[config.mk]
export PLATFORM = sky130hd
export DESIGN_NAME = vram_loader
export DESIGN_NICKNAME = d
export VERILOG_FILES = /design/src/rtl/vram_loader_pkg.sv /design/src/rtl/vram_wr_fifo.sv /design/src/rtl/vram_loader.sv
export SDC_FILE = /design/constraint.sdc
export NUM_CORES = 1
export LEC_CHECK = 0
export BUFFER_PORTS_ARGS = -buffer_cell sky130_fd_sc_hd__buf_2
export CELL_PAD_IN_SITES_DETAIL_PLACEMENT = 0
export CELL_PAD_IN_SITES_GLOBAL_PLACEMENT = 1
export CORE_ASPECT_RATIO = 0.8
export CORE_UTILIZATION = 47
export CTS_BUF_LIST = sky130_fd_sc_hd__clkbuf_4
export DETAILED_ROUTE_END_ITERATION = 16
export PLACE_DENSITY_LB_ADDON = 0.1
export RECOVER_POWER = 100
export REMOVE_ABC_BUFFERS = 1
export SYNTH_ARGS = -nofsm -noshare
export SYNTH_HDL_FRONTEND = slang
export SYNTH_HIERARCHICAL = 1
export SYNTH_SLANG_ARGS = --single-unit
[constraint.sdc]
create_clock -name clk -period 2.6 [get_ports clk]
set_input_delay 0.13 -clock clk [delete_from_list [all_inputs] [get_ports clk]]
set_output_delay 0.13 -clock clk [all_outputs]
set_load 0.02 [all_outputs]
[src/rtl/vram_loader_pkg.sv]
// Shared definitions for the VRAM loader: target codes, memory widths and the FIFO entry layout.
package vram_loader_pkg;

    localparam int unsigned FIFO_DEPTH_DEFAULT = 4;

    // Memory address and data widths
    localparam int unsigned CHROW_AW = 8;
    localparam int unsigned PAL_AW   = 8;
    localparam int unsigned FONT_AW  = 12;
    localparam int unsigned CHROW_DW = 16;
    localparam int unsigned PAL_DW   = 16;
    localparam int unsigned FONT_DW  = 8;

    // Target codes carried in command byte bits [7:6]
    localparam logic [1:0] TGT_CHROW = 2'b00;
    localparam logic [1:0] TGT_PAL   = 2'b01;
    localparam logic [1:0] TGT_FONT  = 2'b10;
    localparam logic [1:0] TGT_NONE  = 2'b11;

    typedef enum logic [1:0] {
        StIdle,
        StAddr,
        StDataLo,
        StDataHi
    } parse_state_e;

    // One queued memory write; addr and data are sized for the widest target
    typedef struct packed {
        logic [1:0]          tgt;
        logic [FONT_AW-1:0]  addr;
        logic [CHROW_DW-1:0] data;
    } wr_entry_t;

    localparam int unsigned ENTRY_W = $bits(wr_entry_t);

    // Post-increment address, wrapping at the size of the selected memory
    function automatic logic [FONT_AW-1:0] next_addr(input logic [1:0]         tgt,
                                                     input logic [FONT_AW-1:0] addr);
        if (tgt == TGT_FONT) begin
            return addr + 12'd1;
        end
        return {4'h0, addr[7:0] + 8'd1};
    endfunction

endpackage

[src/rtl/vram_wr_fifo.sv]
// Synchronous write-queue FIFO with registered full/empty flags and occupancy count.
module vram_wr_fifo
    import vram_loader_pkg::*;
#(
    parameter int unsigned DEPTH = FIFO_DEPTH_DEFAULT,
    parameter int unsigned WIDTH = ENTRY_W
) (
    input  logic                  clk,
    input  logic                  nrst,
    input  logic                  push,
    input  logic [WIDTH-1:0]      push_data,
    input  logic                  pop,
    output logic [WIDTH-1:0]      pop_data,
    output logic                  full,
    output logic                  empty,
    output logic [$clog2(DEPTH):0] count
);

    localparam int unsigned AW = $clog2(DEPTH);
    localparam int unsigned CW = AW + 1;
    localparam logic [CW-1:0] DEPTH_C = CW'(DEPTH);

    logic [WIDTH-1:0] mem_q [DEPTH];
    logic [AW-1:0]    wr_ptr_q, rd_ptr_q;
    logic [CW-1:0]    count_q, count_d;
    logic             full_q, empty_q;
    logic             push_ok, pop_ok;

    // A push is refused when full even if a pop happens in the same cycle
    assign push_ok = push & ~full_q;
    assign pop_ok  = pop & ~empty_q;

    // Next occupancy from accepted push/pop
    always_comb begin
        count_d = count_q;
        if (push_ok && !pop_ok) begin
            count_d = count_q + CW'(1);
        end else if (!push_ok && pop_ok) begin
            count_d = count_q - CW'(1);
        end
    end

    // Pointers, count and flags
    always_ff @(posedge clk or negedge nrst) begin
        if (!nrst) begin
            wr_ptr_q <= '0;
            rd_ptr_q <= '0;
            count_q  <= '0;
            full_q   <= 1'b0;
            empty_q  <= 1'b1;
        end else begin
            if (push_ok) begin
                wr_ptr_q <= wr_ptr_q + AW'(1);
            end
            if (pop_ok) begin
                rd_ptr_q <= rd_ptr_q + AW'(1);
            end
            count_q <= count_d;
            full_q  <= (count_d == DEPTH_C);
            empty_q <= (count_d == '0);
        end
    end

    // Storage array; contents are don't-care while empty so no reset is needed
    always_ff @(posedge clk) begin
        if (push_ok) begin
            mem_q[wr_ptr_q] <= push_data;
        end
    end

    assign pop_data = mem_q[rd_ptr_q];
    assign full     = full_q;
    assign empty    = empty_q;
    assign count    = count_q;

endmodule

[src/rtl/vram_loader.sv]
// Host byte-stream parser that queues memory writes and drains them into the
// character-row buffer, palette and font memories when writes are allowed.
module vram_loader
    import vram_loader_pkg::*;
#(
    parameter int unsigned FIFO_DEPTH = FIFO_DEPTH_DEFAULT
) (
    input  logic                clk,
    input  logic                nrst,
    input  logic [7:0]          host_data,
    input  logic                host_strobe,
    input  logic                host_cmd,
    output logic                host_busy,
    output logic                overflow,
    input  logic                wr_allow,
    output logic                chrowbuf_wr,
    output logic [CHROW_AW-1:0] chrowbuf_wr_addr,
    output logic [CHROW_DW-1:0] chrowbuf_wr_data,
    output logic                palette_wr,
    output logic [PAL_AW-1:0]   palette_wr_addr,
    output logic [PAL_DW-1:0]   palette_wr_data,
    output logic                fontmem_wr,
    output logic [FONT_AW-1:0]  fontmem_wr_addr,
    output logic [FONT_DW-1:0]  fontmem_wr_data
);

    localparam int unsigned CW = $clog2(FIFO_DEPTH) + 1;
    localparam logic [CW-1:0] DEPTH_C = CW'(FIFO_DEPTH);

    parse_state_e        state_q, state_d;
    logic [1:0]          tgt_q, tgt_d;
    logic [3:0]          nib_q, nib_d;
    logic [FONT_AW-1:0]  addr_q, addr_d;
    logic [7:0]          lo_q, lo_d;
    logic                ovf_q, ovf_d;
    logic                word_done;
    logic [CHROW_DW-1:0] word_data;

    logic                push, pop, full, empty;
    logic [CW-1:0]       count;
    wr_entry_t           push_entry, pop_entry;

    logic                chr_wr_q, pal_wr_q, font_wr_q;
    logic [CHROW_AW-1:0] chr_addr_q;
    logic [CHROW_DW-1:0] chr_data_q;
    logic [PAL_AW-1:0]   pal_addr_q;
    logic [PAL_DW-1:0]   pal_data_q;
    logic [FONT_AW-1:0]  font_addr_q;
    logic [FONT_DW-1:0]  font_data_q;

    // Parser state register
    always_ff @(posedge clk or negedge nrst) begin
        if (!nrst) begin
            state_q <= StIdle;
        end else begin
            state_q <= state_d;
        end
    end

    // Parser next state, latched fields, word assembly and push decision
    always_comb begin
        state_d   = state_q;
        tgt_d     = tgt_q;
        nib_d     = nib_q;
        addr_d    = addr_q;
        lo_d      = lo_q;
        ovf_d     = ovf_q;
        word_done = 1'b0;
        word_data = '0;
        if (host_strobe) begin
            if (host_cmd) begin
                // A command restarts parsing from any state and drops a half word
                tgt_d   = host_data[7:6];
                nib_d   = host_data[3:0];
                ovf_d   = 1'b0;
                lo_d    = '0;
                state_d = StAddr;
            end else if (tgt_q != TGT_NONE) begin
                case (state_q)
                    StAddr: begin
                        addr_d  = (tgt_q == TGT_FONT) ? {nib_q, host_data} : {4'h0, host_data};
                        state_d = StDataLo;
                    end
                    StDataLo: begin
                        if (tgt_q == TGT_FONT) begin
                            word_done = 1'b1;
                            word_data = {8'h00, host_data};
                        end else begin
                            lo_d    = host_data;
                            state_d = StDataHi;
                        end
                    end
                    StDataHi: begin
                        word_done = 1'b1;
                        word_data = {host_data, lo_q};
                        state_d   = StDataLo;
                    end
                    default: ;
                endcase
            end
        end
        // Address advances even when the word is dropped
        if (word_done) begin
            addr_d = next_addr(tgt_q, addr_q);
            if (full) begin
                ovf_d = 1'b1;
            end
        end
    end

    assign push       = word_done & ~full;
    assign push_entry = {tgt_q, addr_q, word_data};

    // Latched command fields, address pointer, low byte and sticky overflow
    always_ff @(posedge clk or negedge nrst) begin
        if (!nrst) begin
            tgt_q  <= TGT_CHROW;
            nib_q  <= '0;
            addr_q <= '0;
            lo_q   <= '0;
            ovf_q  <= 1'b0;
        end else begin
            tgt_q  <= tgt_d;
            nib_q  <= nib_d;
            addr_q <= addr_d;
            lo_q   <= lo_d;
            ovf_q  <= ovf_d;
        end
    end

    vram_wr_fifo #(
        .DEPTH (FIFO_DEPTH),
        .WIDTH (ENTRY_W)
    ) u_fifo (
        .clk       (clk),
        .nrst      (nrst),
        .push      (push),
        .push_data (push_entry),
        .pop       (pop),
        .pop_data  (pop_entry),
        .full      (full),
        .empty     (empty),
        .count     (count)
    );

    assign pop = wr_allow & ~empty;

    // Drain: register the popped entry and pulse the selected strobe for one cycle
    always_ff @(posedge clk or negedge nrst) begin
        if (!nrst) begin
            chr_wr_q    <= 1'b1;
            pal_wr_q    <= 1'b1;
            font_wr_q   <= 1'b1;
            chr_addr_q  <= '0;
            chr_data_q  <= '0;
            pal_addr_q  <= '0;
            pal_data_q  <= '0;
            font_addr_q <= '0;
            font_data_q <= '0;
        end else begin
            chr_wr_q  <= 1'b1;
            pal_wr_q  <= 1'b1;
            font_wr_q <= 1'b1;
            if (pop) begin
                case (pop_entry.tgt)
                    TGT_CHROW: begin
                        chr_wr_q   <= 1'b0;
                        chr_addr_q <= pop_entry.addr[CHROW_AW-1:0];
                        chr_data_q <= pop_entry.data;
                    end
                    TGT_PAL: begin
                        pal_wr_q   <= 1'b0;
                        pal_addr_q <= pop_entry.addr[PAL_AW-1:0];
                        pal_data_q <= pop_entry.data;
                    end
                    TGT_FONT: begin
                        font_wr_q   <= 1'b0;
                        font_addr_q <= pop_entry.addr;
                        font_data_q <= pop_entry.data[FONT_DW-1:0];
                    end
                    default: ;
                endcase
            end
        end
    end

    assign host_busy        = (count == DEPTH_C);
    assign overflow         = ovf_q;
    assign chrowbuf_wr      = chr_wr_q;
    assign chrowbuf_wr_addr = chr_addr_q;
    assign chrowbuf_wr_data = chr_data_q;
    assign palette_wr       = pal_wr_q;
    assign palette_wr_addr  = pal_addr_q;
    assign palette_wr_data  = pal_data_q;
    assign fontmem_wr       = font_wr_q;
    assign fontmem_wr_addr  = font_addr_q;
    assign fontmem_wr_data  = font_data_q;

endmodule

==> results.rst, run 1 <==
.. list-table::
   :header-rows: 1

   * - Metric
     - Value
   * - Number of endpoints with negative hold slack in the final report
     - 0
   * - Number of max-cap violations
     - 0
   * - CTS Buf Count
     - 54
   * - Kind of critical path
     - flop to flop
   * - CP Data Arrival Time
     - 2.99 ns
   * - Unrepaired setup endpoints after global routing
     - no
   * - Unique masters post-synth
     - around 50
   * - Total Power Consumption
     - 11900 uW
   * - Post-synthesis sequential area ratio
     - 0.687
   * - Fraction of layout cells with a size suffix above 1
     - 0.312
   * - DRC violations left
     - 0
   * - Switching share of power
     - 0.343
   * - Result of the run
     - finished, final reports clean
   * - Final Max Slew Viols
     - 0
   * - Worst VDD drop
     - 431 uV
   * - Nature of the critical path startpoint
     - flop
   * - Number of clock sinks
     - roughly 230
   * - Resize count post-CTS
     - 0
   * - Critical Path Max Stage Delay
     - 0.53 ns
   * - Ordered cell list for the critical path
     - and2_4, or3_1, nor2_1, nor2b_4, nor2_2, or4_1, a211oi_2
   * - Smallest setup slack after layout
     - 0.161 ns
   * - Total GRT Usage
     - 0.202
   * - Clock tree from TritonCTS
     - yes
   * - Maximum number of pins on one net before global-route repair
     - 56
   * - HPWL Detailed
     - 12500 um
   * - Effective utilization at floorplan
     - 0.483
   * - Post-Route Utilization
     - 0.564
   * - Length of routed met3 wiring
     - ~970 um
   * - Relative contribution of combinational cells to total power
     - 0.321
   * - Vertical die dimension
     - 127 um
   * - Clock Root Buffer
     - clkbuf_4
   * - Pre-CTS setup slack
     - approximately 0.24 ns
   * - Maximum clock rate
     - a little over 0.4 GHz
   * - Avg WL per Cell
     - 18.9 um
   * - Number of register bits inferred by synthesis
     - 229
   * - Type of destination of the critical path
     - flop
   * - Min cycle time layout
     - 2.44 ns
   * - Deepest clock path buffer count
     - 3
   * - Number of global-route vias before repair
     - 5468
   * - Source-to-sink clock delay at the later pin of the worst-skew pair
     - 0.65 ns
   * - GR Overflow Total
     - 0
   * - Number of flops mapped to enable cells by yosys
     - 120
   * - Wire length reported by the detailed router
     - between 15000 and 20000 um
   * - R2R depth
     - 7
   * - Highest metal layer with signal wires
     - met4
   * - Floorplan Core Area
     - 19100 sq um
   * - Min-Delay Path Class
     - input pin to flop
   * - Hold Path Depth
     - 5
   * - Leakage power
     - a little under 0.004 uW
   * - Finish-stage setup viols
     - 0
   * - Post-CTS Setup Bufs
     - 0
   * - Leading register cell type out of synthesis
     - edfxtp_1
   * - Yosys synthesis warning count
     - 6
   * - Worst rel slew slack
     - 0.0390
   * - Post-placement cell count
     - 892
   * - Die span in x
     - approximately 160 um
   * - Design internal power
     - 7800 uW
   * - Detailed-route via count
     - 5252
   * - Post-synthesis area per instance
     - 16.7 sq um
   * - Number of antenna violations at the first check in global routing
     - 1
   * - Drt via density
     - 5.21
   * - # nets final
     - 724
   * - Gate Count Post-Synth
     - 551
   * - Synth-to-layout area growth
     - 16.7%
   * - Wire length of the first global-routing pass
     - approximately 30000 um
   * - Met2 routed WL
     - 8580 um
   * - IO Port Bufs
     - 85
   * - Critical Path Fanout Max
     - 11
   * - Sequential share of power
     - 0.443
   * - Layout Cell Area excl Fill
     - 10800 sq um
   * - FFs w/ async S/R, synth
     - 0.476
   * - Weighted congestion reported at the end of routability-driven placement
     - 0.845
   * - Area of the mapped netlist
     - around 9200 sq um
   * - Router iterations before antenna repair
     - 4
   * - Clock tree skew after final layout
     - 0.0478 ns
   * - Final period util
     - 0.938
   * - Data required time at the worst endpoint
     - about 3.2 ns
   * - Crit-path slowest cell
     - or4_1
   * - Violation count after the first detailed-routing iteration
     - 317
   * - Clock H-tree levels
     - 2
   * - Clk slew on worst S/H paths
     - around 0.07 ns
   * - Instance area at placement
     - between 10000 and 15000 sq um
   * - Pwr Density
     - 1100 nW/um^2
   * - Count of fill cells added during filler insertion
     - 1568
   * - Sw Pwr
     - 4070 uW
   * - Antenna viol nets, final
     - 0
   * - Top-Level Pins
     - 86
   * - Number of standard-cell rows in the floorplan
     - 45
   * - Die Footprint
     - 20200 sq um
   * - Transition at the pin with the smallest max-transition slack
     - 1.44 ns
   * - Portion of total power attributed to the clock network
     - 0.236
   * - Finished Layout Cells
     - 1008
   * - Metal-1 WL
     - between 9000 and 10000 um
[flip-flops by register name, indices dropped and copies added, names as in the netlist, 8 cells and up]
register and flops:
fontmem_wr_addr 12, u_fifo/mem_q 120, lo_q 8, chrowbuf_wr_addr 8, palette_wr_data 16, chrowbuf_wr_data 16, palette_wr_addr 8, addr_q 12
fontmem_wr_data 8
[kinds of logic (layout without fill, tap and decap cells)]
family                     count (synthesis)  in the layout  synth area share
DFF                                      229            229             0.687
muxes                                    112            112             0.172
buffers and inverters                     39            237            0.0203
AOI/OAI and AO/OA                         53             53            0.0385
other                                      0              1                 0
xor gates and xnor gates                   6              6           0.00569
and+or+nand+nor                          105            105            0.0671
adders and majority gates                  7              7           0.00949
[placed cells by master (no fill, tap or decap), types with 6 or more instances in the layout]
master	count
a21oi_1	8
a22oi_1	10
and2_0	12
buf_2	10
buf_4	9
clkbuf_1	80
clkbuf_2	7
clkbuf_4	85
clkinv_1	15
dfrtp_1	105
dlygate4sd3_1	14
edfxtp_1	120
ha_1	7
inv_1	12
mux2_2	74
mux2i_1	8
mux4_2	30
nand2_1	21
nand2b_1	11
nor2_1	18
nor3b_1	7
o21ai_0	15
xnor2_1	6
[worst max-delay path: cells and delay by family (launching register included)]
| kind | cells | cell delay [ns] |
|---|---|---|
| and+or+nand+nor | 6 | 1.64 |
| AOI/OAI and AO/OA | 1 | 0.23 |
| DFF | 1 | 0.48 |
[Yosys cell counts, types with 3 or more instances]
master	count	area share
a21oi_1	8	0.0043
a22oi_1	10	0.0081
a2bb2oi_1	5	0.0047
and2_1	10	0.0068
and2_2	4	0.0033
and3_1	4	0.0027
buf_1	4	0.0016
buf_2	14	0.0076
buf_6	3	0.0037
clkbuf_1	5	0.0020
dfrtp_1	105	0.28
dfstp_2	4	0.011
edfxtp_1	120	0.39
ha_1	7	0.0095
inv_1	12	0.0049
mux2_2	74	0.090
mux2i_1	8	0.0087
mux4_2	30	0.073
nand2_1	21	0.0085
nand2b_1	11	0.0075
nand3_1	4	0.0022
nand4_1	5	0.0034
nor2_1	18	0.0073
nor3_2	3	0.0033
nor3b_1	7	0.0057
o21ai_0	14	0.0076
or3_1	3	0.0020
xnor2_1	6	0.0057
[per-stage QoR]
| step | hold slack (ns) | TNS, ns |
|---|---|---|
| after global placement | 0.238 | 0 |
| after CTS | 0.0234 | 0 |
| after detailed placement | 0.253 | 0 |
| final | 0.0828 | 0 |
| after global routing | 0.0538 | 0 |
| after floorplan | -0.166 | -84.02 |
[path summary, 6_finish.rpt]
kind	start	slack, ns	to
hold / removal	wr_allow	0.08	u_fifo/rd_ptr_q[0]$_DFFE_PN0P_
max in group asynchronous	nrst	0.55	palette_wr_data[15]$_DFFE_PN0P_
setup / recovery	tgt_q[1]$_DFFE_PN0P_	0.16	u_fifo/full$_DFF_PN0_
hold reg to reg	lo_q[2]$_DFFE_PN0P_	0.48	lo_q[2]$_DFFE_PN0P_
min in group asynchronous	nrst	0.37	fontmem_wr_addr[10]$_DFFE_PN0P_
setup reg to reg	tgt_q[1]$_DFFE_PN0P_	0.16	u_fifo/full$_DFF_PN0_
[power groups by stage]
stage	sequential, uW	clock (uW)	combinational (uW)
2_1_floorplan	6050	0	1890
3_3_place_gp	5270	0	3970
3_5_place_dp	5340	0	4020
4_1_cts	5260	2910	4060
5_1_grt	5390	3100	4140
6_report	5260	2800	3810
[cell type report]
cell class | count | area, sq um | share of cell area
clock buffer | 84 | 631 | 0.0586
clock inverter | 17 | 67.6 | 0.00627
multi-input combinational | 283 | 2700 | 0.251
tap | 258 | 323 | 0.0300
inverter | 12 | 45.0 | 0.00418
timing repair buffer | 124 | 661 | 0.0613
sequential | 229 | 6340 | 0.588
antenna | 1 | 2.50 | 0.000232
[per-layer routing]
layer / vias to the layer above / global-route usage
met3: 30 / 0.0421
met4: 0 / 0.0735
li1: 2448 / -
met5: - / 0
met2: 133 / 0.298
met1: 2641 / 0.299
[timing repair]
action / in CTS / in global routing
endpoints found under the setup margin: 0 / 0
endpoints found under the hold margin: 107 / 0
hold buffers: 14 / 0
(Power assumes the default switching activity.)
==> run 2, diff against run 1 <==
Settings changed: BUFFER_PORTS_ARGS -buffer_cell sky130_fd_sc_hd__buf_2 to -buffer_cell sky130_fd_sc_hd__buf_4.
==> results.rst, run 2 (synthesis gave the netlist of run 1 again) <==
.. list-table::
   :header-rows: 1

   * - Metric
     - Value
   * - Result of the run
     - finished, final reports clean
   * - Nature of the critical path startpoint
     - input pin
   * - Min cycle time layout
     - 2.41 ns (-0.0331 ns)
   * - Critical Path Fanout Max
     - 12 (+1)
   * - Fin Hold WS
     - 0.237 ns (+0.155 ns)
   * - Clk slew on worst S/H paths
     - 0.06 ns (about the same)
   * - Hold Path Depth
     - 5 (unchanged)
   * - Weighted congestion reported at the end of routability-driven placement
     - 0.801 (-5.2%)
   * - Number of max-cap violations
     - 0 (unchanged)
   * - Crit-path most repeated cell
     - clkbuf_1
   * - Final Max Slew Viols
     - 0 (unchanged)
   * - Data required time at the worst endpoint
     - 3.14 ns (about the same)
   * - Clock H-tree levels
     - 2 (unchanged)
   * - Deepest clock path buffer count
     - 3 (unchanged)
   * - Number of standard-cell rows in the floorplan
     - 45 (unchanged)
   * - # nets final
     - 729 (+0.69%)
   * - Transition at the pin with the smallest max-transition slack
     - 1.46 ns (+0.0164 ns)
   * - Critical Path Max Stage Delay
     - 1.15 ns (+0.62 ns)
   * - Wire length reported by the detailed router
     - 19700 um (+3.2%)
   * - Relative contribution of combinational cells to total power
     - 0.316 (-0.005)
   * - Number of endpoints with negative hold slack in the final report
     - 0 (unchanged)
   * - Clock tree from TritonCTS
     - yes
   * - HPWL Detailed
     - 13200 um (+5.5%)
   * - Number of clock sinks
     - 229 (unchanged)
   * - Top-Level Pins
     - 86 (unchanged)
   * - Leakage power
     - 0.00403 uW (+2.2%)
   * - Finish-stage setup viols
     - 0 (unchanged)
   * - Avg WL per Cell
     - 19.3 um (+2.4%)
   * - Critical path startpoint
     - host_cmd
   * - Antenna viol nets, final
     - 0 (unchanged)
   * - Violation count after the first detailed-routing iteration
     - 283 (-11%)
   * - Reg-to-reg startpoint
     - tgt_q[1]$_DFFE_PN0P_
   * - Maximum clock rate
     - 0.416 GHz (+1.4%)
   * - Effective utilization at floorplan
     - 0.483 (unchanged)
   * - Post-CTS Setup Bufs
     - 0 (unchanged)
   * - Instance area at placement
     - 10400 sq um (+2.3%)
   * - Number of antenna violations at the first check in global routing
     - 1 (unchanged)
   * - Worst rel slew slack
     - 0.0206 (-0.0184)
   * - Drt via density
     - 5.25 (+0.82%)
   * - Clock tree skew after final layout
     - 0.0247 ns (-0.0231 ns)
   * - GR Overflow Total
     - 0 (unchanged)
   * - Clock Root Buffer
     - clkbuf_4
   * - Resize count post-CTS
     - 0 (unchanged)
   * - IO Port Bufs
     - 85 (unchanged)
   * - Die Footprint
     - 20200 sq um (unchanged)
   * - Post-placement cell count
     - 894 (+0.22%)
   * - Number of buffers added to fix hold violations after cts
     - 14 (unchanged)
   * - Die span in x
     - 159 um (unchanged)
   * - Floorplan Core Area
     - 19100 sq um (unchanged)
   * - Worst VDD drop
     - 475 uV (+10%)
   * - Source-to-sink clock delay at the later pin of the worst-skew pair
     - 0.65 ns (about the same)
   * - Most frequent standard cell in the layout excluding fill and tap cells
     - edfxtp_1
   * - Switching share of power
     - 0.336 (-0.00708)
   * - Portion of total power attributed to the clock network
     - 0.254 (+0.018)
   * - Total Power Consumption
     - 12200 uW (+2.8%)
   * - Sequential share of power
     - 0.430 (-0.013)
   * - Router iterations before antenna repair
     - 4 (unchanged)
   * - Design internal power
     - 8110 uW (+3.9%)
   * - Crit-path slowest cell
     - nor3_1
   * - Commonest non-fill, non-tap cells in the layout
     - 120 x edfxtp_1, 105 x dfrtp_1, 103 x clkbuf_4, 81 x clkbuf_1, 74 x mux2_2
   * - CP Data Arrival Time
     - 2.95 ns (-0.04 ns)
   * - DRC violations left
     - 0 (unchanged)
   * - Layout Cell Area excl Fill
     - 10900 sq um (+1.6%)
   * - Type of destination of the critical path
     - flop
   * - CTS Buf Count
     - 57 (+5.6%)
   * - Fraction of layout cells with a size suffix above 1
     - 0.332 (+0.0196)
   * - Total GRT Usage
     - 0.208 (+0.00609)
   * - R2R depth
     - 6 (-1)
   * - Detailed-route via count
     - 5337 (+1.6%)
   * - Vertical die dimension
     - 127 um (unchanged)
   * - Origin of the worst min-delay path
     - wr_allow
   * - Final period util
     - 0.925 (-0.0127)
   * - Flip-flop count of the largest register after layout
     - 120 (unchanged)
   * - Maximum number of pins on one net before global-route repair
     - 46 (-18%)
   * - Min-Delay Path Class
     - input pin to flop
   * - Finished Layout Cells
     - 1016 (+0.79%)
   * - Register with the most flip-flops
     - u_fifo/mem_q
   * - Ordered cell list for the critical path
     - dlygate4sd3_1, clkbuf_1, clkbuf_1, nand2b_1, nor3_1, o21ai_0, a22oi_1
   * - Wire length of the first global-routing pass
     - 31100 um (+2.4%)
   * - Pwr Density
     - 1120 nW/um^2 (+1.2%)
   * - Synth-to-layout area growth
     - 18.5%
   * - Unrepaired setup endpoints after global routing
     - no
   * - Number of global-route vias before repair
     - 5566 (+1.8%)
   * - Sw Pwr
     - 4100 uW (+0.65%)
   * - Kind of critical path
     - input pin to flop
## run 2: cell types whose count changed in the layout (fill, tap and decap cells not counted), moves of 2 or more
cell,before,now
buf_2,10,0
nor3b_1,7,9
clkbuf_4,85,103
clkinv_1,15,2
clkbuf_2,7,5
buf_4,9,19
buf_12,3,7
## run 2: critical path: cells and delay by family
| kind | cells | cell delay [ns] |
|---|---|---|
| and+or+nand+nor | 2 | 1.41 |
| AOI/OAI and AO/OA | 2 | 0.43 |
| buffers and inverters | 3 | 0.95 |
## run 2: power by group through the flow
| stage | Clock (uW) | Sequential [uW] | Combinational, uW |
|---|---|---|---|
| detailed placement | 0 | 5350 | 4370 |
| global route | 3410 | 5370 | 4170 |
| CTS | 3210 | 5280 | 4400 |
| finish | 3100 | 5250 | 3860 |
| global placement | 0 | 5280 | 4280 |
| floorplan | 0 | 6050 | 1890 |
## run 2: layer usage
metal	GRT usage	vias to the layer above	share of wire	wire length [um]
met2	0.325	157	0.48	9400
met1	0.292	2711	0.45	8900
met5	0	-	0	0
met4	0.0628	0	0.012	238
met3	0.0505	22	0.056	1110
li1	-	2447	-	-
## run 2: final cells by class
cell class                 instances  area [sq um]
fill                            1592          8150
sequential                       229          6340
multi-input combinational        283          2690
clock buffer                     103           773
timing repair buffer             126           752
tap                              258           323
inverter                          12          45.0
clock inverter                     3          15.0
antenna                            2          5.00
## run 2: per-stage QoR
stage	worst slack, ns	TNS (ns)	utilization
floorplan	-1.60	-84.02	-
global placement	0.281	0	0.543
detailed placement	0.250	0	0.543
CTS	0.225	0	0.591
global route	0.0594	0	0.573
finish	0.194	0	0.573
## run 2: final timing paths
kind,to,slack [ns]
min in group asynchronous,chrowbuf_wr_data[11]$_DFFE_PN0P_,0.76
hold reg to reg,lo_q[2]$_DFFE_PN0P_,0.48
max in group asynchronous,lo_q[5]$_DFFE_PN0P_,0.51
setup / recovery,addr_q[2]$_DFFE_PN0P_,0.19
setup reg to reg,u_fifo/mem_q[3][3]$_DFFE_PP_,0.21
hold / removal,u_fifo/rd_ptr_q[0]$_DFFE_PN0P_,0.24
